<file path="src/rtl/sprite_pkg.sv">
// Shared types and constants for the sprite compositor pixel path.
package sprite_pkg;

  typedef logic [11:0] pixel_t;

  localparam int unsigned ScreenW     = 640;
  localparam int unsigned ScreenH     = 480;
  localparam pixel_t      DefColorKey = 12'h028;

  function automatic int unsigned spr_addr_w(input int unsigned frames, input int unsigned w,
                                             input int unsigned h);
    return $clog2(frames * w * h);
  endfunction

endpackage

</file>
<file path="src/rtl/sprite_compositor_if.sv">
// Pixel, sprite-control and ROM signals of the sprite compositor.
interface sprite_compositor_if
  import sprite_pkg::*;
#(
  parameter int unsigned NUM_SPR = 4,
  parameter int unsigned ADDR_W  = 15,
  parameter int unsigned FRAME_W = 3
);

  logic                       pix_valid;
  logic [9:0]                 pix_x;
  logic [8:0]                 pix_y;
  logic                       frame_start;
  logic [NUM_SPR-1:0]         spr_en;
  logic [NUM_SPR*10-1:0]      spr_x;
  logic [NUM_SPR*9-1:0]       spr_y;
  logic [NUM_SPR-1:0]         spr_hold;
  logic [NUM_SPR-1:0]         spr_restart;
  logic [NUM_SPR-1:0]         spr_hflip;
  logic [NUM_SPR*ADDR_W-1:0]  rom_addr;
  logic [NUM_SPR*12-1:0]      rom_data;
  pixel_t                     bg_data;
  pixel_t                     pix_out;
  logic                       out_valid;
  logic [NUM_SPR*FRAME_W-1:0] cur_frame;

  modport master (
    output pix_valid, pix_x, pix_y, frame_start, spr_en, spr_x, spr_y, spr_hold, spr_restart,
           spr_hflip, rom_data, bg_data,
    input  rom_addr, pix_out, out_valid, cur_frame
  );

  modport slave (
    input  pix_valid, pix_x, pix_y, frame_start, spr_en, spr_x, spr_y, spr_hold, spr_restart,
           spr_hflip, rom_data, bg_data,
    output rom_addr, pix_out, out_valid, cur_frame
  );

endinterface

</file>
<file path="src/rtl/sprite_anim_seq.sv">
// Per-sprite animation frame counter: loop or play-once, restart, commit on frame start.
module sprite_anim_seq #(
  parameter int unsigned FRAMES = 8,
  parameter int unsigned FW     = $clog2(FRAMES)
) (
  input  logic          clk,
  input  logic          rst,
  input  logic          i_en,
  input  logic          i_hold,
  input  logic          i_restart,
  input  logic          i_commit,
  output logic [FW-1:0] o_frame
);

  logic [FW-1:0] r_frame;
  logic [FW-1:0] w_frame_nxt;

  // FRAMES is a power of two, so a plain increment wraps mod FRAMES.
  always_comb begin
    w_frame_nxt = r_frame;
    if (i_restart) begin
      w_frame_nxt = '0;
    end else if (i_commit && i_en) begin
      if (!i_hold || (r_frame != FW'(FRAMES - 1))) begin
        w_frame_nxt = r_frame + 1'b1;
      end
    end
  end

  always_ff @(posedge clk) begin
    if (rst) begin
      r_frame <= '0;
    end else begin
      r_frame <= w_frame_nxt;
    end
  end

  assign o_frame = r_frame;

endmodule

</file>
<file path="src/rtl/sprite_compositor.sv">
// Multi-sprite hit test, frame-aware ROM addressing, colour keying and priority overlay.
// Optional horizontal mirroring is built only when SPRITE_HFLIP_EN is defined.
module sprite_compositor
  import sprite_pkg::*;
#(
  parameter int unsigned NUM_SPR   = 4,
  parameter int unsigned SPR_W     = 64,
  parameter int unsigned SPR_H     = 48,
  parameter int unsigned FRAMES    = 8,
  parameter int unsigned TICK_DIV  = 6_000_000,
  parameter pixel_t      COLOR_KEY = DefColorKey,
  parameter int unsigned ROM_LAT   = 1
) (
  input logic                clk,
  input logic                rst,
  sprite_compositor_if.slave bus
);

  localparam int unsigned ADDR_W = spr_addr_w(FRAMES, SPR_W, SPR_H);
  localparam int unsigned FW     = $clog2(FRAMES);
  localparam int unsigned DLY    = ROM_LAT + 1;
  localparam int unsigned PW     = (TICK_DIV > 1) ? $clog2(TICK_DIV) : 1;

  logic [PW-1:0]             r_presc;
  logic                      r_tick_pend;
  logic                      w_tick;
  logic                      w_commit;
  logic [NUM_SPR*FW-1:0]     w_cur_frame;
  logic [NUM_SPR-1:0]        w_hit;
  logic [NUM_SPR*ADDR_W-1:0] w_addr;
  logic [NUM_SPR*ADDR_W-1:0] r_rom_addr;
  logic [NUM_SPR-1:0]        r_hit_sr [DLY];
  logic [DLY-1:0]            r_vld_sr;
  pixel_t                    w_pix;
  pixel_t                    r_pix_out;
  logic                      r_out_valid;

  // A tick wrapping in the same cycle as frame_start is committed immediately.
  assign w_tick   = (r_presc == PW'(TICK_DIV - 1));
  assign w_commit = bus.frame_start & (r_tick_pend | w_tick);

  always_ff @(posedge clk) begin
    if (rst) begin
      r_presc     <= '0;
      r_tick_pend <= 1'b0;
    end else begin
      r_presc <= w_tick ? '0 : r_presc + 1'b1;
      if (bus.frame_start) begin
        r_tick_pend <= 1'b0;
      end else if (w_tick) begin
        r_tick_pend <= 1'b1;
      end
    end
  end

  for (genvar i = 0; i < NUM_SPR; i++) begin : g_spr
    logic [10:0] w_px;
    logic [9:0]  w_py;
    logic [9:0]  w_dx;
    logic [8:0]  w_dy;
    logic [9:0]  w_col;

    sprite_anim_seq #(
      .FRAMES (FRAMES),
      .FW     (FW)
    ) u_seq (
      .clk       (clk),
      .rst       (rst),
      .i_en      (bus.spr_en[i]),
      .i_hold    (bus.spr_hold[i]),
      .i_restart (bus.spr_restart[i]),
      .i_commit  (w_commit),
      .o_frame   (w_cur_frame[i*FW +: FW])
    );

    // Widened compares keep boxes hanging off the screen edge from wrapping to 0.
    assign w_px     = {1'b0, bus.spr_x[i*10 +: 10]};
    assign w_py     = {1'b0, bus.spr_y[i*9 +: 9]};
    assign w_hit[i] = bus.spr_en[i]
                      && ({1'b0, bus.pix_x} >= w_px) && ({1'b0, bus.pix_x} < w_px + 11'(SPR_W))
                      && ({1'b0, bus.pix_y} >= w_py) && ({1'b0, bus.pix_y} < w_py + 10'(SPR_H));
    assign w_dx     = bus.pix_x - bus.spr_x[i*10 +: 10];
    assign w_dy     = bus.pix_y - bus.spr_y[i*9 +: 9];
`ifdef SPRITE_HFLIP_EN
    assign w_col    = bus.spr_hflip[i] ? 10'(SPR_W - 1) - w_dx : w_dx;
`else
    assign w_col    = w_dx;
`endif
    assign w_addr[i*ADDR_W +: ADDR_W] = w_hit[i] ?
        ADDR_W'(w_cur_frame[i*FW +: FW]) * ADDR_W'(SPR_W * SPR_H)
        + ADDR_W'(w_dy) * ADDR_W'(SPR_W) + ADDR_W'(w_col) : '0;
  end

`ifndef SPRITE_HFLIP_EN
  logic w_unused_hflip;
  assign w_unused_hflip = ^bus.spr_hflip;
`endif

  always_ff @(posedge clk) begin
    if (rst) begin
      r_rom_addr <= '0;
      r_vld_sr   <= '0;
      for (int k = 0; k < DLY; k++) r_hit_sr[k] <= '0;
    end else begin
      r_rom_addr  <= w_addr;
      r_vld_sr[0] <= bus.pix_valid;
      r_hit_sr[0] <= w_hit;
      for (int k = 1; k < DLY; k++) begin
        r_vld_sr[k] <= r_vld_sr[k-1];
        r_hit_sr[k] <= r_hit_sr[k-1];
      end
    end
  end

  always_comb begin
    w_pix = bus.bg_data;
    for (int i = 0; i < NUM_SPR; i++) begin
      if (r_hit_sr[DLY-1][i] && (bus.rom_data[i*12 +: 12] != COLOR_KEY)) begin
        w_pix = bus.rom_data[i*12 +: 12];
      end
    end
  end

  always_ff @(posedge clk) begin
    if (rst) begin
      r_pix_out   <= '0;
      r_out_valid <= 1'b0;
    end else begin
      r_pix_out   <= w_pix;
      r_out_valid <= r_vld_sr[DLY-1];
    end
  end

  assign bus.rom_addr  = r_rom_addr;
  assign bus.pix_out   = r_pix_out;
  assign bus.out_valid = r_out_valid;
  assign bus.cur_frame = w_cur_frame;

endmodule

</file>
<file path="src/flat_wrapper.sv">
// flat-port wrapper written by rule: the top's interface ports become plain ports
module sprite_compositor_flat import sprite_pkg::*;
#(
  parameter int unsigned NUM_SPR   = 4,
  parameter int unsigned SPR_W     = 64,
  parameter int unsigned SPR_H     = 48,
  parameter int unsigned FRAMES    = 8,
  parameter int unsigned TICK_DIV  = 6_000_000,
  parameter pixel_t      COLOR_KEY = DefColorKey,
  parameter int unsigned ROM_LAT   = 1
)
  (clk, rst, bus_pix_valid, bus_pix_x, bus_pix_y, bus_frame_start, bus_spr_en, bus_spr_x, bus_spr_y, bus_spr_hold, bus_spr_restart, bus_spr_hflip, bus_rom_data, bus_bg_data, bus_rom_addr, bus_pix_out, bus_out_valid, bus_cur_frame);
  sprite_compositor_if #(.NUM_SPR(NUM_SPR), .ADDR_W((15)), .FRAME_W((3))) bus_i ();
  input logic clk;
  input logic rst;
  input wire logic [$bits(bus_i.pix_valid)-1:0] bus_pix_valid;
  input wire logic [$bits(bus_i.pix_x)-1:0] bus_pix_x;
  input wire logic [$bits(bus_i.pix_y)-1:0] bus_pix_y;
  input wire logic [$bits(bus_i.frame_start)-1:0] bus_frame_start;
  input wire logic [$bits(bus_i.spr_en)-1:0] bus_spr_en;
  input wire logic [$bits(bus_i.spr_x)-1:0] bus_spr_x;
  input wire logic [$bits(bus_i.spr_y)-1:0] bus_spr_y;
  input wire logic [$bits(bus_i.spr_hold)-1:0] bus_spr_hold;
  input wire logic [$bits(bus_i.spr_restart)-1:0] bus_spr_restart;
  input wire logic [$bits(bus_i.spr_hflip)-1:0] bus_spr_hflip;
  input wire logic [$bits(bus_i.rom_data)-1:0] bus_rom_data;
  input wire logic [$bits(bus_i.bg_data)-1:0] bus_bg_data;
  output wire logic [$bits(bus_i.rom_addr)-1:0] bus_rom_addr;
  output wire logic [$bits(bus_i.pix_out)-1:0] bus_pix_out;
  output wire logic [$bits(bus_i.out_valid)-1:0] bus_out_valid;
  output wire logic [$bits(bus_i.cur_frame)-1:0] bus_cur_frame;
  assign bus_i.pix_valid = bus_pix_valid;
  assign bus_i.pix_x = bus_pix_x;
  assign bus_i.pix_y = bus_pix_y;
  assign bus_i.frame_start = bus_frame_start;
  assign bus_i.spr_en = bus_spr_en;
  assign bus_i.spr_x = bus_spr_x;
  assign bus_i.spr_y = bus_spr_y;
  assign bus_i.spr_hold = bus_spr_hold;
  assign bus_i.spr_restart = bus_spr_restart;
  assign bus_i.spr_hflip = bus_spr_hflip;
  assign bus_i.rom_data = bus_rom_data;
  assign bus_i.bg_data = bus_bg_data;
  assign bus_rom_addr = bus_i.rom_addr;
  assign bus_pix_out = bus_i.pix_out;
  assign bus_out_valid = bus_i.out_valid;
  assign bus_cur_frame = bus_i.cur_frame;
  sprite_compositor #(.NUM_SPR(NUM_SPR), .SPR_W(SPR_W), .SPR_H(SPR_H), .FRAMES(FRAMES), .TICK_DIV(TICK_DIV), .COLOR_KEY(COLOR_KEY), .ROM_LAT(ROM_LAT)) u_core (.clk(clk), .rst(rst), .bus(bus_i));
endmodule
</file>
<file path="config.mk">
export PLATFORM = sky130hd
export DESIGN_NAME = sprite_compositor_flat
export DESIGN_NICKNAME = d
export VERILOG_FILES = /design/src/rtl/sprite_pkg.sv /design/src/rtl/sprite_compositor_if.sv /design/src/rtl/sprite_anim_seq.sv /design/src/rtl/sprite_compositor.sv /design/src/flat_wrapper.sv
export SDC_FILE = /design/constraint.sdc
export NUM_CORES = 1
export LEC_CHECK = 0
export CELL_PAD_IN_SITES_DETAIL_PLACEMENT = 0
export CELL_PAD_IN_SITES_GLOBAL_PLACEMENT = 1
export CORE_UTILIZATION = 35
export CTS_BUF_LIST = sky130_fd_sc_hd__clkbuf_8
export DETAILED_ROUTE_END_ITERATION = 8
export PLACE_DENSITY_LB_ADDON = 0.15
export SETUP_SLACK_MARGIN = 0.2
export SLEW_MARGIN = 15
export SYNTH_ARGS = -nofsm -noshare
export SYNTH_HDL_FRONTEND = slang
export SYNTH_SLANG_ARGS = --single-unit
</file>
<file path="constraint.sdc">
create_clock -name clk -period 11.5 [get_ports clk]
set_input_delay 2.3 -clock clk [delete_from_list [all_inputs] [get_ports clk]]
set_output_delay 2.3 -clock clk [all_outputs]
set_load 0.1 [all_outputs]
</file>
-- Yosys cells after proc, flatten, opt, wreduce, memory -nomap -nowiden
Memory sizes are Yosys's and may differ from the RTL's.
Index checks and enable logic that the tools add are counted.
- flip-flop bits (word level): 111
- memory bits (writable): 8
- bits of input ports: 175
- word-level logic and storage cells: 135
- memories: 1
- add/subtract/negate cells: 29
- multipliers: 4
- $lt $le $gt $ge: 16
- equal/unequal tests: 9
- multiplexer cells: 9
- bitwise operators: 8
- reductions and logical operators: 46
- memory list (memory ; depth ; width ; read ports ; clocked after memory_dff ; wr ports ; line ; RTL):
    u_core.r_hit_sr ; 2 ; 4 ; 2 ; 0 ; 2 ; sprite_compositor.sv:32 ; logic [NUM_SPR-1:0] r_hit_sr [DLY];
- operator list (operator ; number):
    adder 15 x 10 -> 15 bit ; 4
    adder 15 bit ; 4
    two-way mux 12 bit ; 4
    != test 12 x 6 -> 1 bit (second input constant) ; 4
    adder 10 x 7 -> 11 bit (second input constant) ; 4
    less-than comparator 10 x 11 -> 1 bit ; 4
    adder 9 x 6 -> 10 bit (second input constant) ; 4
    greater-or-equal comparator 10 bit ; 4
    less-than comparator 9 x 10 -> 1 bit ; 4
    subtractor 10 bit ; 4
    greater-or-equal comparator 9 bit ; 4
    subtractor 9 bit ; 4
    logical AND 1 bit ; 24
    adder 23 x 1 -> 23 bit (second input constant) ; 1
    == test 23 bit (second input constant) ; 1
    multiplier 3 x 2 -> 5 bit (second input constant) ; 4
    OR reduction 2 bit ; 10
    adder 3 x 1 -> 3 bit (second input constant) ; 4
    != test 3 bit (second input constant) ; 4
    two-way mux 4 bit ; 2
    AND reduction 2 bit ; 4
    logical NOT 1 bit ; 4
    logical OR 1 bit ; 4
    inverter 1 bit ; 4
    other kinds (3) ; 7

-- Logic depth before layout (Yosys ltp)
Gate-level depths: netlist of the first run.
- depth in word-level cells: 7
- mapped depth: 19

-- By module
Synthesis of the first run repeated with hierarchy kept, for this count alone.
- cells, all modules: 1251
- area total of the unflattened synthesis: 10398.7 µm²
- by module, submodules not included (module ; instances ; cells an instance ; area an instance (µm²) ; sequential area each (µm²)):
    sprite_compositor ; 1 ; 1179 ; 9763.1 ; 2142.1
    sprite_anim_seq ; 4 ; 18 ; 158.9 ; 60.1

-- Worst setup path after synthesis of the first run
Ideal clock, no wire load.
- path kind: input to register
- from: input bus_spr_x[11]
- to: register u_core.r_rom_addr[28], in the netlist u_core.bus.rom_addr[28]
- library setup time: 0.128 ns
- data arrival time: 5.159 ns
- data required time: 11.372 ns
- path slack: 6.214 ns
- stages: 15
- buffers on the path: 0
- cells stage by stage: inv_1 -> ha_1 -> nor2b_1 -> o31a_1 -> o31ai_1 -> a21oi_1 -> or4b_1 -> nand3_1 -> ha_1 -> o21ai_0 -> o21ba_2 -> o21a_1 -> o41ai_1 -> xnor2_1 -> nor2_1
- cells in the longest elaborated chain, start to end: 7
- elaborated cells on any way between the ends: 11
- ends and longest elaborated chain (what ; line ; RTL):
    from (decl) ; flat_wrapper.sv:21 ; input wire logic [$bits(bus_i.spr_x)-1:0] bus_spr_x;
    adder 10 x 7 -> 11 bit or greater-or-equal comparator 10 bit (tied branches) ; sprite_compositor.sv:80 ; && ({1'b0, bus.pix_x} >= w_px) && ({1'b0, bus.pix_x} < w_px + 11'(SPR_W))
    less-than comparator 10 x 11 -> 1 bit or logical AND 1 bit (tied branches) ; sprite_compositor.sv:80 ;
    logical AND 1 bit ; sprite_compositor.sv:80 ;
    logical AND 1 bit (2 in series) ; sprite_compositor.sv:81 ; && ({1'b0, bus.pix_y} >= w_py) && ({1'b0, bus.pix_y} < w_py + 10'(SPR_H));
    inverter 1 bit (no line) ; - ;
    OR reduction 2 bit (no line) ; - ;
    to (signal assigned) ; sprite_compositor.sv:105 ; r_rom_addr <= w_addr;
    to (decl) ; sprite_compositor.sv:31 ; logic [NUM_SPR*ADDR_W-1:0] r_rom_addr;
Parallel ways exist; a longest one is shown, timed or not.
A chain may end at the register's enable or synchronous reset.

-- Final worst setup path of the first run
- from: input bus_pix_x[1]
- to: register u_core.r_rom_addr[28], in the netlist u_core.bus.rom_addr[28]
- cells in the longest elaborated chain, start to end: 7
- elaborated cells on any way between the ends: 10
- ends and longest elaborated chain (what ; line ; RTL):
    from (decl) ; flat_wrapper.sv:17 ; input wire logic [$bits(bus_i.pix_x)-1:0] bus_pix_x;
    parallel branches: the longest is 7 deep, another holds adder 15 x 10 -> 15 bit ; - ;
Parallel ways; which one is timed is not known.

==> key figures, run 1 <==
Status
  • Outcome: complete, no violations

Clock tree
  • CTS tree: yes
  • Resized Gates After CTS: 0
  • CTS clk-pin slew, worst paths: 0.08 ns
  • Cts bufs inserted: 17
  • Setup bufs post-CTS: 0
  • Clk_lat worst skew: 0.45 ns
  • CTS max path bufs: 2
  • Post-CTS Hold Fix Bufs: 0
  • Clock Sink Count: 119
  • Root buf cell: clkbuf_8
  • Htree depth: 4

Routing
  • DR WL/cell: 16.71 um
  • Vias: 9690
  • Routed Antenna Nets: 0
  • Final WL: 31880 um
  • Iter 0 DRT Violations: 434
  • 1st-pass router iterations: 5
  • Via density per instance: 5.079
  • # DRC: 0

Worst hold path
  • Hold path startpoint: u_core.r_hit_sr[0][2]
  • Class of the tightest hold or removal check: reg2reg
  • Hold Path Stages: 1
  • Worst Hold Endpoint: u_core.r_hit_sr[0][6]

Logic synthesis
  • Yosys reg bits: 119
  • Sequential element share of the synthesized area: 22.78%
  • Cells after synthesis: 1252
  • Mean Syn Cell Area: 8.353 sq um
  • Netlist cell types: 67
  • Main flop type after synthesis: dfxtp_1
  • Syn_nets: 1611
  • Synth Cell Area: 10460 sq um
  • Synth area leaders: dfxtp_1, ha_1, xnor2_1, nor2_1, inv_1
  • Share of flip-flops with an asynchronous set or reset: 0%
  • Yosys top cell by area: dfxtp_1
  • Post-synth EDFFs: 0
  • Synth warn: 0
  • Top cell type's share of synthesized area: 22.78%

Critical path
  • CP max-delay cell: or4b_1
  • CP startpoint kind: primary input
  • Family with the most delay on the worst path: compound AO/OA/AOI/OAI gates
  • Crit path largest cell delay: 0.53 ns
  • Req. time, crit path: 11.81 ns
  • CP Capture Type: register
  • Crit Reg-Reg Startpoint: u_core.r_presc[0]
  • Minimum setup slack among reg-to-reg paths: 9.05 ns
  • Crit Path Class: in2reg
  • Crit-path max FO: 8
  • R2r worst-path depth: 7
  • Reg-to-Reg End: u_core.g_spr[1].u_seq.o_frame[0]
  • Critical path arrival: 6.15 ns
  • CP most frequent cell: ha_1
  • Worst path bufs/invs: 2
  • Ordered list of cells on the worst path: clkdlybuf4s50_1 -> buf_4 -> ha_1 -> nor2b_1 -> o31a_1 -> o31ai_1 -> a21oi_1 -> or4b_1 -> nand3_1 -> ha_1 -> o21ai_0 -> o21ba_2 -> o21a_1 -> o41ai_1 -> xnor2_1 -> nor2_1

Power
  • Worst vdd ir: 0.07830 mV
  • Net Sw Frac: 36.46%
  • Pwr/cell area: 101.9 nW/um^2
  • Pleak: 0.006049 uW
  • Internal Power: 896.7 uW
  • Seq pwr share: 29.9%
  • Combinational fraction of design power: 39.3%
  • Total Power: 1411 uW
  • Psw: 514.5 uW
  • Clock power share: 30.9%

Timing
  • Minimum clock period: 5.836 ns
  • Hold Fails Final Rpt: 0
  • Fmax: 0.1713 GHz
  • Max Slew Vio Count: 0
  • Relative slew slack: 28.25%
  • Worst clock skew: 0.01242 ns
  • Fin Setup TNS: 0 ns
  • Worst-margin pin slew: 1.073 ns
  • Final setup viols: 0
  • Unrepaired setup endpoints after global routing: no
  • Post-route clock period utilization: 50.75%

Global routing
  • Total GRT Usage: 21.02%
  • Initial antenna violation count: 5
  • GRT overflow: 0
  • Largest net degree at the start of global routing: 39
  • First-pass GRT wire length: 50170 um
  • Vias in the first global route: 9571

Cells and area
  • Layout area overhead: 32.45%
  • Most common cell after layout, fill and taps aside: clkdlybuf4s50_1
  • Leading cell types in the layout, fill and taps excluded: clkdlybuf4s50_1, ha_1, nor2_1, inv_1, dfxtp_1
  • Nets: 1868
  • Share of layout cells above drive strength 1: 3.876%

Floorplanning
  • Starting Density: 36.04%
  • Core Footprint: 29010 sq um
  • Io pins: 260
  • Die span in x: 174.9 um
  • Die ar.: 30570 sq um
  • Die H: 174.9 um
  • Rows: 62

Placed design
  • GP Congestion: 0.8302
  • Hpwl dp: 25390 um
  • Port Buffers: 255

Job
  • MaxCap Viol Count: 0
cell families after synthesis:
group | share of synthesized area [%]
buf+inv | 5.695
simple gates | 19.35
xor+xnor | 9.799
flops | 22.78
compound gates | 18.26
fa+ha+maj | 23.16
mux | 0.9572
power groups by stage:
| stage | combinational [uW] | sequential, uW | clock, uW |
|---|---|---|---|
| 6_report | 554 | 421 | 436 |
| 3_3_place_gp | 550 | 431 | 0 |
| 3_5_place_dp | 553 | 431 | 0 |
| 5_1_grt | 621 | 422 | 466 |
| 4_1_cts | 557 | 421 | 451 |
| 2_1_floorplan | 347 | 470 | 0 |
worst max-delay path by stage:
stage	startpoint	endpoint	slack, ns	depth (start not counted)
6_report	bus_pix_x[1]	u_core.bus.rom_addr[28]	5.66	16
5_1_grt	bus_pix_x[1]	u_core.bus.rom_addr[29]	5.36	16
4_1_cts	bus_pix_x[0]	u_core.bus.rom_addr[59]	5.67	16
3_5_place_dp	bus_pix_x[0]	u_core.bus.rom_addr[59]	5.18	16
3_3_place_gp	bus_pix_x[0]	u_core.bus.rom_addr[59]	5.21	16
2_1_floorplan	bus_spr_x[11]	u_core.bus.rom_addr[28]	6.21	15
synth_stat cells, drive strengths merged, types with 10 or more instances:
cell type,n
ha,168
nor2,152
inv,132
dfxtp,119
xnor2,70
nor3,66
o21ai,47
xor2,47
a21oi,46
a211oi,37
nand2,35
nor2b,31
nand4,29
o21a,24
nand3,23
a221oi,19
a21o,17
fa,16
nand2b,13
clkbuf,12
and3,11
mux2i,10
metal layers:
layer | vias to the layer above | GRT usage, % | share of wire (%)
met4 | 4 | 6.196 | 1.9
li1 | 5006 | - | -
met3 | 37 | 5.026 | 6.4
met5 | - | 0 | 0.085
met2 | 252 | 32.87 | 44
met1 | 4391 | 28.49 | 48
registers in the layout, indices dropped and copies added, names as in the netlist:
signal	flops
u_core.r_presc	23
u_core.bus.rom_addr	60
u_core.r_tick_pend	1
u_core.r_hit_sr	8
u_core.g_spr.u_seq.o_frame	12
u_core.bus.out_valid	1
u_core.bus.pix_out	12
u_core.r_vld_sr	2
metrics by stage:
step                hold slack, ns  cells  utilization, %  area, sq um  setup slack [ns]
floorplan                   0.4138   1252               -        10460             6.214
global placement            0.4172   1874           46.24        13420             5.208
detailed placement          0.4274   1874           46.24        13420             5.176
CTS                         0.4480   1906           47.72        13850             5.665
global route                0.4659   1906           47.72        13850             5.363
finish                      0.4395   1908           47.74        13850             5.664
cell type report:
cell class / instances / area, sq um
Fill cell: 2928 / 15160
Tap cell: 384 / 480.5
Inverter: 132 / 495.5
Multi-Input combinational cell: 980 / 7480
Clock inverter: 14 / 182.7
Clock buffer: 18 / 247.7
Timing Repair Buffer: 259 / 2577
Antenna cell: 2 / 5.005
Sequential cell: 119 / 2382
worst reg2reg max path, delay by kind of cell, from the launching register on:
| kind | cells | cell delay [ns] |
|---|---|---|
| and+or+nand+nor | 4 | 1.04 |
| AOI/OAI and AO/OA | 1 | 0.53 |
| adders and majority gates | 1 | 0.22 |
| xor gates and xnor gates | 1 | 0.23 |
| DFF | 1 | 0.37 |
(Power assumes the default switching activity.)
==> run 2, diff against run 1 <==
--- a/config.mk
+++ b/config.mk
@@ -7,7 +7,7 @@
 export LEC_CHECK = 0
 export CELL_PAD_IN_SITES_DETAIL_PLACEMENT = 0
 export CELL_PAD_IN_SITES_GLOBAL_PLACEMENT = 1
-export CORE_UTILIZATION = 35
+export CORE_UTILIZATION = 34
 export CTS_BUF_LIST = sky130_fd_sc_hd__clkbuf_8
 export DETAILED_ROUTE_END_ITERATION = 8
 export PLACE_DENSITY_LB_ADDON = 0.15
==> constraint.sdc (replaced) <==
create_clock -name clk -period 5.3 [get_ports clk]
set_input_delay 1.06 -clock clk [delete_from_list [all_inputs] [get_ports clk]]
set_output_delay 1.06 -clock clk [all_outputs]
set_load 0.1 [all_outputs]
==> key figures, run 2 (synthesized netlist as in run 1, its figures left out) <==
Status
  • Outcome: complete, no violations

Placed design
  • Hpwl dp: 26470 um
  • GP Congestion: 0.8569
  • Worst slack at placement: 0.2410 ns
  • Port Buffers: 255
  • Area after DPL: 13460 sq um

Timing
  • Unrepaired setup endpoints after global routing: no
  • Fmax: 0.2185 GHz
  • Hold Fails Final Rpt: 0
  • Worst clock skew: 0.02370 ns
  • Relative slew slack: 29.06%
  • Fin Setup TNS: 0 ns
  • Post-route clock period utilization: 86.35%
  • Final setup viols: 0
  • Final WS setup: 0.7232 ns
  • Worst-margin pin slew: 1.061 ns
  • Max Slew Vio Count: 0
  • Minimum clock period: 4.577 ns

Critical path
  • Crit Path Class: in2reg
  • Reg-to-Reg End: u_core.g_spr[3].u_seq.o_frame[0]
  • Minimum setup slack among reg-to-reg paths: 2.80 ns
  • CP max-delay cell: clkdlybuf4s50_1
  • CP Capture Type: register
  • Crit path largest cell delay: 0.68 ns
  • R2r worst-path depth: 7
  • Ordered list of cells on the worst path: clkdlybuf4s50_1 -> ha_1 -> nor2b_1 -> o31a_1 -> o31ai_1 -> a21oi_1 -> or4b_1 -> nand3_1 -> ha_1 -> o21ai_0 -> o21ba_2 -> o21a_1 -> o41ai_1 -> xnor2_1 -> nor2_1
  • CP most frequent cell: ha_1
  • Critical path arrival: 4.93 ns
  • CP startpoint kind: primary input
  • Crit Reg-Reg Startpoint: u_core.r_presc[0]
  • Crit-path max FO: 4
  • Req. time, crit path: 5.66 ns

Floorplanning
  • Rows: 63
  • Die ar.: 31460 sq um
  • Io pins: 260
  • Die H: 177.4 um
  • Starting Density: 34.91%
  • Core Footprint: 29950 sq um
  • Die span in x: 177.4 um

Global routing
  • Total GRT Usage: 20.86%
  • GRT overflow: 0
  • First-pass GRT wire length: 50530 um
  • Largest net degree at the start of global routing: 37
  • Vias in the first global route: 9658
  • Initial antenna violation count: 4

Clock tree
  • CTS clk-pin slew, worst paths: 0.09 ns
  • Root buf cell: clkbuf_8
  • Cts bufs inserted: 17
  • Resized Gates After CTS: 0
  • CTS tree: yes
  • Post-CTS Hold Fix Bufs: 0
  • Htree depth: 4
  • Clk_lat worst skew: 0.46 ns
  • CTS max path bufs: 2
  • Clock Sink Count: 119
  • Setup bufs post-CTS: 0

Worst hold path
  • Hold Path Stages: 1
  • Class of the tightest hold or removal check: reg2reg
  • Hold path startpoint: u_core.r_hit_sr[0][2]
  • Worst Hold Endpoint: u_core.r_hit_sr[0][6]

Power
  • Worst vdd ir: 0.1279 mV
  • Pwr/cell area: 214.4 nW/um^2
  • Pleak: 0.006038 uW

Job
  • MaxCap Viol Count: 0

Routing
  • Vias: 9788
  • DR WL/cell: 17.12 um
  • Via density per instance: 5.103
  • Iter 0 DRT Violations: 491
  • 1st-pass router iterations: 5
  • Routed Antenna Nets: 0
  • Final WL: 32830 um
  • # DRC: 0

Cells and area
  • Nets: 1873
  • Most common cell after layout, fill and taps aside: clkdlybuf4s50_1
  • Design Area, Final: 13840 sq um
  • Filler cell count in the final layout: 3058
  • Leading cell types in the layout, fill and taps excluded: clkdlybuf4s50_1, ha_1, nor2_1, inv_1, dfxtp_1
  • Number of flip-flops in the largest register: 60
  • Share of layout cells above drive strength 1: 4.191%
  • Layout area overhead: 32.32%
==> run 2: cell count changes in the layout (fill, tap and decap cells not counted), moves of 2 or more <==
cell / delta
bufinv_16: -2
clkinv_4: -2
clkinv_2: +2
clkinvlp_4: +3
buf_4: +5
==> run 2: worst max-delay path, delay by kind of cell <==
family	cells	cell delay, ns
AO/OA/AOI/OAI	7	1.59
XOR/XNOR	1	0.17
adder cells (fa/ha/maj)	2	0.58
buffers and inverters	1	0.68
AND/OR/NAND/NOR	4	0.84
==> run 2: cell type report <==
| type | instances | area [sq um] | share of cell area (%) |
|---|---|---|---|
| inverter | 132 | 495.5 | 3.581 |
| tap | 390 | 488.0 | 3.527 |
| antenna | 1 | 2.502 | 0.01808 |
| clock buffer | 17 | 234.0 | 1.691 |
| sequential | 119 | 2382 | 17.22 |
| timing repair buffer | 264 | 2615 | 18.90 |
| clock inverter | 15 | 140.1 | 1.013 |
| multi-input combinational | 980 | 7480 | 54.06 |
==> run 2: how the worst max path moves through the flow <==
stage | from | endpoint | slack (ns) | cells past startpoint
after global routing | bus_pix_x[1] | u_core.bus.rom_addr[28] | 0.40 | 15
final | bus_pix_x[1] | u_core.bus.rom_addr[28] | 0.72 | 15
after CTS | bus_pix_x[1] | u_core.bus.rom_addr[28] | 0.75 | 15
after detailed placement | bus_pix_x[1] | u_core.bus.rom_addr[28] | 0.24 | 15
after floorplan | bus_spr_x[11] | u_core.bus.rom_addr[28] | 1.25 | 15
after global placement | bus_pix_x[1] | u_core.bus.rom_addr[59] | 0.26 | 15
==> run 2: power breakdown <==
part	internal (uW)	switching, uW	total, uW
clock	380	462	841
sequential	908	5.70	914
combinational	549	661	1210
==> run 2: through the flow <==
step | instances | util [%] | hold WS, ns | power, uW
3_3_place_gp | 1885 | 44.94 | 0.4199 | 2136
3_5_place_dp | 1885 | 44.94 | 0.4248 | 2140
4_1_cts | 1917 | 46.19 | 0.4231 | 3001
5_1_grt | 1917 | 46.19 | 0.4362 | 3168
2_1_floorplan | 1252 | - | 0.4138 | 1772
6_report | 1918 | 46.19 | 0.4187 | 2966
==> run 2: routing by layer <==
| layer | global-route usage [%] | share of wire (%) |
|---|---|---|
| met1 | 27.83 | 48 |
| met4 | 6.268 | 1.6 |
| met2 | 33.95 | 45 |
| met5 | 0 | 0.034 |
| met3 | 3.835 | 5.2 |
==> run 3, diff against run 2 <==
--- a/config.mk
+++ b/config.mk
@@ -12,7 +12,7 @@
 export DETAILED_ROUTE_END_ITERATION = 8
 export PLACE_DENSITY_LB_ADDON = 0.15
 export SETUP_SLACK_MARGIN = 0.2
-export SLEW_MARGIN = 15
+export SLEW_MARGIN = 20
 export SYNTH_ARGS = -nofsm -noshare
 export SYNTH_HDL_FRONTEND = slang
 export SYNTH_SLANG_ARGS = --single-unit
==> results of run 3 <==
The final DEF is identical to that of run 2; final timing and power are the same.
